**config.mk**
```make
export PLATFORM = sky130hd
export DESIGN_NAME = cpuf_core
export DESIGN_NICKNAME = d
export VERILOG_FILES = /design/src/rtl/cpuf_pkg.sv /design/src/rtl/cpuf_alu.sv /design/src/rtl/cpuf_core.sv
export SDC_FILE = /design/constraint.sdc
export NUM_CORES = 1
export LEC_CHECK = 0
export CORE_ASPECT_RATIO = 0.6
export CORE_MARGIN = 1
export CORE_UTILIZATION = 29
export DETAILED_ROUTE_END_ITERATION = 10
export PLACE_DENSITY = 0.52
export SETUP_SLACK_MARGIN = 0.2
export SLEW_MARGIN = 20
export SYNTH_ARGS = -nofsm -noshare
export SYNTH_HDL_FRONTEND = slang
export SYNTH_SLANG_ARGS = --single-unit
export TNS_END_PERCENT = 5
```
**constraint.sdc**
```tcl
create_clock -name clk -period 4.34 [get_ports clk]
set_clock_uncertainty 0.2 [all_clocks]
set_input_delay 0.434 -clock clk [delete_from_list [all_inputs] [get_ports clk]]
set_output_delay 0.434 -clock clk [all_outputs]
set_load 0.005 [all_outputs]
```
**src/rtl/cpuf_pkg.sv**
```systemverilog
// rtl/cpuf_pkg.sv - opcode encodings, FSM state and ALU select types shared by the cpuf core.
package cpuf_pkg;

  localparam int OP_W = 4;

  localparam logic [OP_W-1:0] OP_NOP = 4'h0;
  localparam logic [OP_W-1:0] OP_SUB = 4'h1;
  localparam logic [OP_W-1:0] OP_ADD = 4'h2;
  localparam logic [OP_W-1:0] OP_STA = 4'h3;
  localparam logic [OP_W-1:0] OP_LDB = 4'h4;
  localparam logic [OP_W-1:0] OP_LDA = 4'h8;
  localparam logic [OP_W-1:0] OP_JMP = 4'h9;
  localparam logic [OP_W-1:0] OP_JZ  = 4'hB;
  localparam logic [OP_W-1:0] OP_MUL = 4'hC;
  localparam logic [OP_W-1:0] OP_JC  = 4'hD;
  localparam logic [OP_W-1:0] OP_HLT = 4'hF;

  typedef enum logic [1:0] {
    ST_FETCH,
    ST_DECODE,
    ST_MEM,
    ST_HALT
  } state_t;

  typedef enum logic [1:0] {
    ALU_ADD,
    ALU_SUB,
    ALU_MUL
  } alu_op_t;

endpackage

```
**src/rtl/cpuf_alu.sv**
```systemverilog
// rtl/cpuf_alu.sv - combinational add/sub (and multiply when CPUF_MUL_EN is defined) with carry and zero.
module cpuf_alu
  import cpuf_pkg::*;
#(
  parameter int DATA_W = 8
) (
  input  alu_op_t           op,
  input  logic [DATA_W-1:0] a,
  input  logic [DATA_W-1:0] b,
  output logic [DATA_W-1:0] result,
  output logic              carry,
  output logic              zero
);

  logic [DATA_W:0] sum;
  logic [DATA_W:0] diff;
`ifdef CPUF_MUL_EN
  logic [2*DATA_W-1:0] prod;
`endif

  always_comb begin
    sum  = {1'b0, a} + {1'b0, b};
    // The extra top bit of an unsigned difference is the borrow.
    diff = {1'b0, a} - {1'b0, b};
`ifdef CPUF_MUL_EN
    prod = {{DATA_W{1'b0}}, a} * {{DATA_W{1'b0}}, b};
`endif
    result = sum[DATA_W-1:0];
    carry  = sum[DATA_W];
    case (op)
      ALU_SUB: begin
        result = diff[DATA_W-1:0];
        carry  = diff[DATA_W];
      end
`ifdef CPUF_MUL_EN
      ALU_MUL: begin
        result = prod[DATA_W-1:0];
        carry  = |prod[2*DATA_W-1:DATA_W];
      end
`endif
      default: begin
        result = sum[DATA_W-1:0];
        carry  = sum[DATA_W];
      end
    endcase
    zero = ~|result;
  end

endmodule

```
**src/rtl/cpuf_core.sv**
```systemverilog
// rtl/cpuf_core.sv - accumulator CPU core with req/ack memory port; CPUF_MUL_EN enables opcode 1100 as MUL.
module cpuf_core
  import cpuf_pkg::*;
#(
  parameter int DATA_W = 8,
  parameter int ADDR_W = 4
) (
  input  logic              clk,
  input  logic              reset,
  output logic              mem_req,
  output logic              mem_we,
  output logic [ADDR_W-1:0] mem_addr,
  output logic [DATA_W-1:0] mem_wdata,
  input  logic [DATA_W-1:0] mem_rdata,
  input  logic              mem_ack,
  input  logic              resume,
  output logic              halted,
  output logic              illegal,
  output logic [ADDR_W-1:0] pc_o,
  output logic [DATA_W-1:0] acc_o,
  output logic [DATA_W-1:0] a_o,
  output logic [DATA_W-1:0] b_o,
  output logic              zf,
  output logic              cf
);

  state_t            state;
  logic [ADDR_W-1:0] pc;
  logic [DATA_W-1:0] ir;
  logic [DATA_W-1:0] a;
  logic [DATA_W-1:0] b;
  logic [DATA_W-1:0] acc;

  logic [OP_W-1:0]   opcode;
  logic [ADDR_W-1:0] operand;
  alu_op_t           alu_op;
  logic              is_arith;
  logic              is_mem;
  logic              is_illegal;
  logic [DATA_W-1:0] alu_result;
  logic              alu_carry;
  logic              alu_zero;
  logic              handshake;

  assign opcode  = ir[DATA_W-1 -: OP_W];
  assign operand = ir[ADDR_W-1:0];

  always_comb begin
    alu_op     = ALU_ADD;
    is_arith   = 1'b0;
    is_mem     = 1'b0;
    is_illegal = 1'b0;
    case (opcode)
      OP_NOP, OP_JMP, OP_JZ, OP_JC, OP_HLT: ;
      OP_ADD: is_arith = 1'b1;
      OP_SUB: begin
        is_arith = 1'b1;
        alu_op   = ALU_SUB;
      end
      OP_STA, OP_LDA, OP_LDB: is_mem = 1'b1;
`ifdef CPUF_MUL_EN
      OP_MUL: begin
        is_arith = 1'b1;
        alu_op   = ALU_MUL;
      end
`endif
      default: is_illegal = 1'b1;
    endcase
  end

  cpuf_alu #(.DATA_W(DATA_W)) u_alu (
    .op     (alu_op),
    .a      (a),
    .b      (b),
    .result (alu_result),
    .carry  (alu_carry),
    .zero   (alu_zero)
  );

  // Request is gated by reset so an in-flight access drops in the reset cycle itself.
  assign mem_req   = ((state == ST_FETCH) || (state == ST_MEM)) && !reset;
  assign mem_we    = (state == ST_MEM) && (opcode == OP_STA) && !reset;
  assign mem_addr  = (state == ST_FETCH) ? pc : operand;
  assign mem_wdata = acc;
  assign handshake = mem_req && mem_ack;

  assign halted = (state == ST_HALT);
  assign pc_o   = pc;
  assign acc_o  = acc;
  assign a_o    = a;
  assign b_o    = b;

  always_ff @(posedge clk) begin
    if (reset) begin
      state   <= ST_FETCH;
      pc      <= '0;
      ir      <= '0;
      a       <= '0;
      b       <= '0;
      acc     <= '0;
      zf      <= 1'b0;
      cf      <= 1'b0;
      illegal <= 1'b0;
    end else begin
      illegal <= 1'b0;
      case (state)
        ST_FETCH: begin
          if (handshake) begin
            ir    <= mem_rdata;
            pc    <= pc + ADDR_W'(1);
            state <= ST_DECODE;
          end
        end
        ST_DECODE: begin
          state <= ST_FETCH;
          if (is_arith) begin
            acc <= alu_result;
            cf  <= alu_carry;
            zf  <= alu_zero;
          end
          if (is_illegal) illegal <= 1'b1;
          if (is_mem) state <= ST_MEM;
          case (opcode)
            OP_JMP: pc <= operand;
            OP_JZ:  if (zf) pc <= operand;
            OP_JC:  if (cf) pc <= operand;
            OP_HLT: state <= ST_HALT;
            default: ;
          endcase
        end
        ST_MEM: begin
          if (handshake) begin
            if (opcode == OP_LDA) a <= mem_rdata;
            if (opcode == OP_LDB) b <= mem_rdata;
            state <= ST_FETCH;
          end
        end
        ST_HALT: begin
          if (resume) state <= ST_FETCH;
        end
        default: state <= ST_FETCH;
      endcase
    end
  end

endmodule

```
; Word-level counts from Yosys, hierarchy flattened
; Cells that the tools add are included.
[totals]
regBits = 41
input_bits = 12
out_inout_bits = 46
elab_cells = 71
[op_classes]
n_addsub = 3
eq_ne = 19
mux = 18
bitwise = 1
n_reduce_logical = 21
[op_table]
columns = cell, n
row1 = == test 4 bit (second input constant), 5
row2 = 2-to-1 mux 4 bit, 4
row3 = case mux 4 bit (3 select lines), 1
row4 = 2-to-1 mux 2 bit, 5
row5 = OR reduction 10 bit, 1
row6 = adder 8 x 8 -> 9 bit, 1
row7 = AND reduction 3 bit, 3
row8 = subtractor 8 x 8 -> 9 bit, 1
row9 = == test 4 x 2 -> 1 bit (second input constant), 2
row10 = 2-to-1 mux 8 bit, 1
row11 = case mux 2 bit (4 select lines), 1
row12 = case mux 4 bit (2 select lines), 1
row13 = OR reduction 8 bit, 1
row14 = != test 2 bit (second input constant), 3
row15 = != test 3 bit (second input constant), 2
row16 = 2-to-1 mux 1 bit, 5
row17 = AND reduction 5 bit, 1
row18 = adder 4 x 1 -> 4 bit (second input constant), 1
row19 = == test 2 bit (second input constant), 2
row20 = == test 4 x 1 -> 1 bit (second input constant), 1
row21 = == test 4 x 3 -> 1 bit (second input constant), 1
row22 = logical AND 1 bit, 4
row23 = zero test 4 bit, 1
row24 = != test 4 x 2 -> 1 bit (second input constant), 1
row25 = other kinds (10), 13

; Longest topological paths before layout
[depth]
word_depth = 6
ltp_mapped = 10
depth_no_buf = 10

; By module
; From an unflattened synthesis, not the netlist that was laid out.
[unflattened]
cells_unflattened = 306
hier_area_um2 = 2638.8
[by_module_without_submodules]
columns = module, instances, cells_each, area_per_inst_um2, seq_area_each_um2
row1 = cpuf_core, 1, 207, 1903.1, 820.8
row2 = cpuf_alu, 1, 99, 735.7, 0.0

; Worst setup path before layout
; No wires, ideal clock.
[synth_path]
path_kind = flip-flop to flip-flop
start = reg a[1], in the netlist a_o[1]
end = reg cf
setup_time_ps = 91
t_arrival_ps = 2152
t_required_ps = 4049
setup_slack_ps = 1897
path_stages_with_launch = 9
synth_period_minus_slack_ps = 2443
cell_sequence = dfxtp_1 inv_1 fa_1 o21ba_2 or4_1 a21oi_1 o21a_1 o21ai_0 a311oi_1
[synth_via]
elab_chain_len = 2
word_cells_on_any_way = 3
cone_classes = 2 x add/sub / 1 x mux
[synth_lines]
columns = element, line_no
row1 = start: declaration, cpuf_core.sv:30  ; logic [DATA_W-1:0] a;
row2 = start signal: assignment, cpuf_core.sv:133  ; if (opcode == OP_LDA) a <= mem_rdata;
row3 = adder 8 x 8 -> 9 bit / subtractor 8 x 8 -> 9 bit (equally long branches), "cpuf_alu.sv:22, cpuf_alu.sv:24"
row4 = 2-to-1 mux 1 bit *, cpuf_alu.sv:30  ; case (op)
row5 = end signal: assignment, cpuf_core.sv:118  ; cf <= alu_carry;
row6 = end: declaration, cpuf_core.sv:24  ; output logic cf
; Mark *: on every way between the ends. The rest lies on a longest branch, timed or not.
; A chain may end at the register's enable or synchronous reset.

; Worst setup path after layout
[layout_path]
start = reg b[2], in the netlist b_o[2]
end = reg acc[5], in the netlist acc_o[5]
[layout_via]
elab_chain_len = 2
word_cells_on_any_way = 3
cone_classes = 2 x add/sub / 1 x mux
[layout_lines]
columns = element, line_no
row1 = start: declaration, cpuf_core.sv:31  ; logic [DATA_W-1:0] b;
row2 = start signal: assignment, cpuf_core.sv:134  ; if (opcode == OP_LDB) b <= mem_rdata;
row3 = adder 8 x 8 -> 9 bit / subtractor 8 x 8 -> 9 bit (equally long branches), "cpuf_alu.sv:22, cpuf_alu.sv:24"
row4 = 2-to-1 mux 8 bit *, cpuf_alu.sv:30
row5 = end signal: assignment, cpuf_core.sv:117  ; acc <= alu_result;
row6 = end: declaration, cpuf_core.sv:32  ; logic [DATA_W-1:0] acc;
; Marks and branches as above.

==> impl_metrics.toml <==
[timing]
fin_setup_tns_ns = 0
hold_violations = 0
hold_slack_ns = 0.2711
slew_headroom_pct = 52.40
setup-violations-final = 0
max_freq_ghz = 0.3675
finalCritPeriodShare_pct = 62.70
max_slew.worst_pin.slew_ns = 0.7119
fin_crit_ns = 2.721
grt_setup_unrepaired = "no"
drv_slew = 0
layout_setup_ws_ns = 1.619

[power_and_ir_drop]
power.density_nw_per_um2 = 263.2
leakagePower_nw = 1.277
internal_power_mw = 0.6528
p_comb_share_pct = 10.0
switching_share_pct = 24.21
p_clk_share_pct = 44.1
power_frac_seq_pct = 46.0
p_switching_mw = 0.2085
total_power_mw = 0.8613
ir_worst_vdd_mv = 0.1243

[worst_setup_path]
crit_path_start = "b_o[2]"
crit_chain = "inv_1 > ha_1 > nor3b_1 > nor3_1 > o31a_1 > o21a_1 > or3b_2 > a21oi_1"
rrSetupSlack_ns = 1.62
crit_buf_inv = 1
max_stage_delay_ns = 0.48
reg2reg_depth = 8
cp_num_cells = 8
crit_path_end_kind = "flop"
arrival_ns = 2.74
path_class = "flop to flop"
startpoint_type = "flop"
slowest_stage = "or3b_2"
cp_top_family = "simple AND/OR/NAND/NOR gates"
worstPathRequired_ns = 4.36
timing.rr.start = "b_o[2]"
critPathMaxFanout = 7

[clock_network]
cts_resized = 0
cts_max_level = 2
cts_tree = "yes"
cts_hold_buf = 0
clock_sinks = 41
clockBufferDepth = 2
numCtsBuffers = 5
postCtsSetupRepairBufs = 0
cts_root_buffer = "clkbuf_16"
clk_pin_slew_ns = 0.06
worstSkewPairLatency_ns = 0.29

[layout]
nFillCells = 873
layout-drive-gt1-share_pct = 6.706
diodes = 0
layout.nets = 374
final_cells = 455
synthToLayoutAreaGrowth_pct = 28.61

[synthesis]
syn_nets = 333
syn_area_sq_um = 2545
synth_cell_types = 54
synth_compound_area_share_pct = 16.72
synth-edff-count = 0
ys_seq_area_share_pct = 32.25
async_flop_share_pct = 0
synth_top_family_by_area = "simple AND/OR/NAND/NOR gates"
ys.flop_type = "dfxtp_1"
synthMuxAreaShare_pct = 10.52
ys_seq_elements = 41
synth-simple-area-share_pct = 20.40
synth_xor_area_share_pct = 1.721
synthAdderAreaFrac_pct = 9.931
synth_area_per_cell_sq_um = 8.427
synthCells = 302
yosysWarnings = 0

[floorplanning]
dieArea_sq_um = 9167
core.rowCount = 26
io_pins = 58
die_w_um = 122.9
start_util_pct = 29.86
design.core.area_sq_um = 8523
die_y_um = 74.57

[route]
num_vias = 2275
drt-initial-drc-count = 162
wl_mm = 6.594
viasPerCell = 5.000
drc_errors = 0
firstDrtPassIters = 4
ant_nets = 0
routedWlPerCell_um = 14.49

[status]
status = "finished clean"

[global_route]
grt_util_met1_pct = 24.05
overflow = 0
grt_pass1_vias = 2016
antenna_found_initial = 0
grt_usage_pct = 15.15
grt_pass1_wl_mm = 10.48
met2_usage_pct = 19.04
grt_max_degree = 43
use_met3_pct = 4.601
top_usage_layer = "met1"

[placement]
gp_congestion = 0.7572
dpl.cell_count = 448
pre_cts_slack_ns = 1.671
place.port_buffers = 57
dpl.hpwl_mm = 4.914

[min_path]
hp-class = "flop to flop"
min_path_cells = 2
min-delay-start = "ir[3]"

[run]
maxCapViolCount = 0
## power groups by stage
stage | sequential [mW] | combinational [mW] | clock [mW]
floorplan | 0.398 | 0.0538 | 0
global placement | 0.405 | 0.0846 | 0
detailed placement | 0.405 | 0.0852 | 0
CTS | 0.396 | 0.0859 | 0.388
global route | 0.398 | 0.0937 | 0.407
finish | 0.396 | 0.0857 | 0.379
## worst paths after layout
check                   to
hold / removal       ir[3]
hold reg to reg      ir[3]
setup / recovery  acc_o[5]
setup reg to reg  acc_o[5]
## worst reg2reg max path, delay by kind of cell (launching register included)
| kind | cells | cell delay, ns |
|---|---|---|
| AO/OA/AOI/OAI | 3 | 0.62 |
| adder cells (fa/ha/maj) | 1 | 0.38 |
| buffers and inverters | 1 | 0.06 |
| flip-flops | 1 | 0.37 |
| AND/OR/NAND/NOR | 3 | 1.04 |
## cell usage in the layout, fill, tap and decap left out, types with 2 or more instances in the layout
| cell | instances |
|---|---|
| xor2_1 | 2 |
| o31ai_1 | 2 |
| or2_2 | 2 |
| clkbuf_16 | 5 |
| nand2_1 | 21 |
| dfxtp_1 | 41 |
| a21oi_1 | 28 |
| ha_1 | 17 |
| inv_1 | 18 |
| mux2_2 | 4 |
| fa_1 | 2 |
| nand3_1 | 2 |
| nor4_1 | 3 |
| nor3b_1 | 2 |
| nor4b_2 | 2 |
| nor2b_1 | 8 |
| o21ai_0 | 9 |
| xnor2_1 | 3 |
| o211ai_1 | 2 |
| mux2i_1 | 20 |
| a21o_1 | 3 |
| o21a_1 | 3 |
| o22ai_1 | 2 |
| and2_1 | 2 |
| clkdlybuf4s50_1 | 57 |
| a211oi_1 | 4 |
| nand3b_1 | 3 |
| nor2_1 | 37 |
| a311oi_1 | 2 |
| buf_4 | 3 |
| nor3_1 | 7 |
| nand4_1 | 2 |
| or3_1 | 3 |
| o31a_1 | 2 |
| nand2b_1 | 2 |
## state kept, by name (all words and copies together), names as in the netlist
register,flops
state,2
ir,8
b_o,8
a_o,8
pc_o,4
cf,1
illegal,1
zf,1
acc_o,8
## cell type report
type | count | area [sq um] | share of cell area [%]
sequential | 41 | 820.8 | 25.08
inverter | 18 | 67.56 | 2.064
clock buffer | 7 | 142.6 | 4.358
multi-input combinational | 217 | 1509 | 46.10
tap | 112 | 140.1 | 4.281
timing repair buffer | 60 | 593.1 | 18.12
## cell usage after synthesis (all sizes together), types with 3 or more instances
master	n	area [sq um]
a21o	3	22.52
buf	14	101.3
dfxtp	41	820.8
or3	3	18.77
o21a	3	22.52
o31ai	3	27.52
xnor2	3	26.28
inv	18	67.56
nor2	37	138.9
nor3b	3	27.52
nor4	3	18.77
mux2	4	45.04
a211oi	4	30.03
a21oi	28	140.1
nand2	21	78.83
nor2b	8	50.05
clkbuf	12	46.29
nor3	7	35.03
o21ai	10	50.04
mux2i	21	222.7
ha	17	212.7
nand3b	3	22.52
## kinds of logic after synthesis
group	Yosys count
simple gates	101
compound gates	67
buf+inv	44
flops	41
mux	25
fa+ha+maj	19
xor+xnor	5
## metrics by stage
| step | util, % | cell area, sq um |
|---|---|---|
| 4_1_cts | 38.40 | 3273 |
| 3_3_place_gp | 36.73 | 3131 |
| 3_5_place_dp | 36.73 | 3131 |
| 6_report | 38.40 | 3273 |
| 2_1_floorplan | - | 2545 |
| 5_1_grt | 38.40 | 3273 |
## metal layers
metal	vias up	routed length (um)	share of wire, %
met5	-	0	0
met4	0	48	0.73
met3	7	486	7.4
met2	65	2378	36
met1	1077	3682	56
li1	1126	-	-
Note: power is estimated with default switching activity, not from simulation.
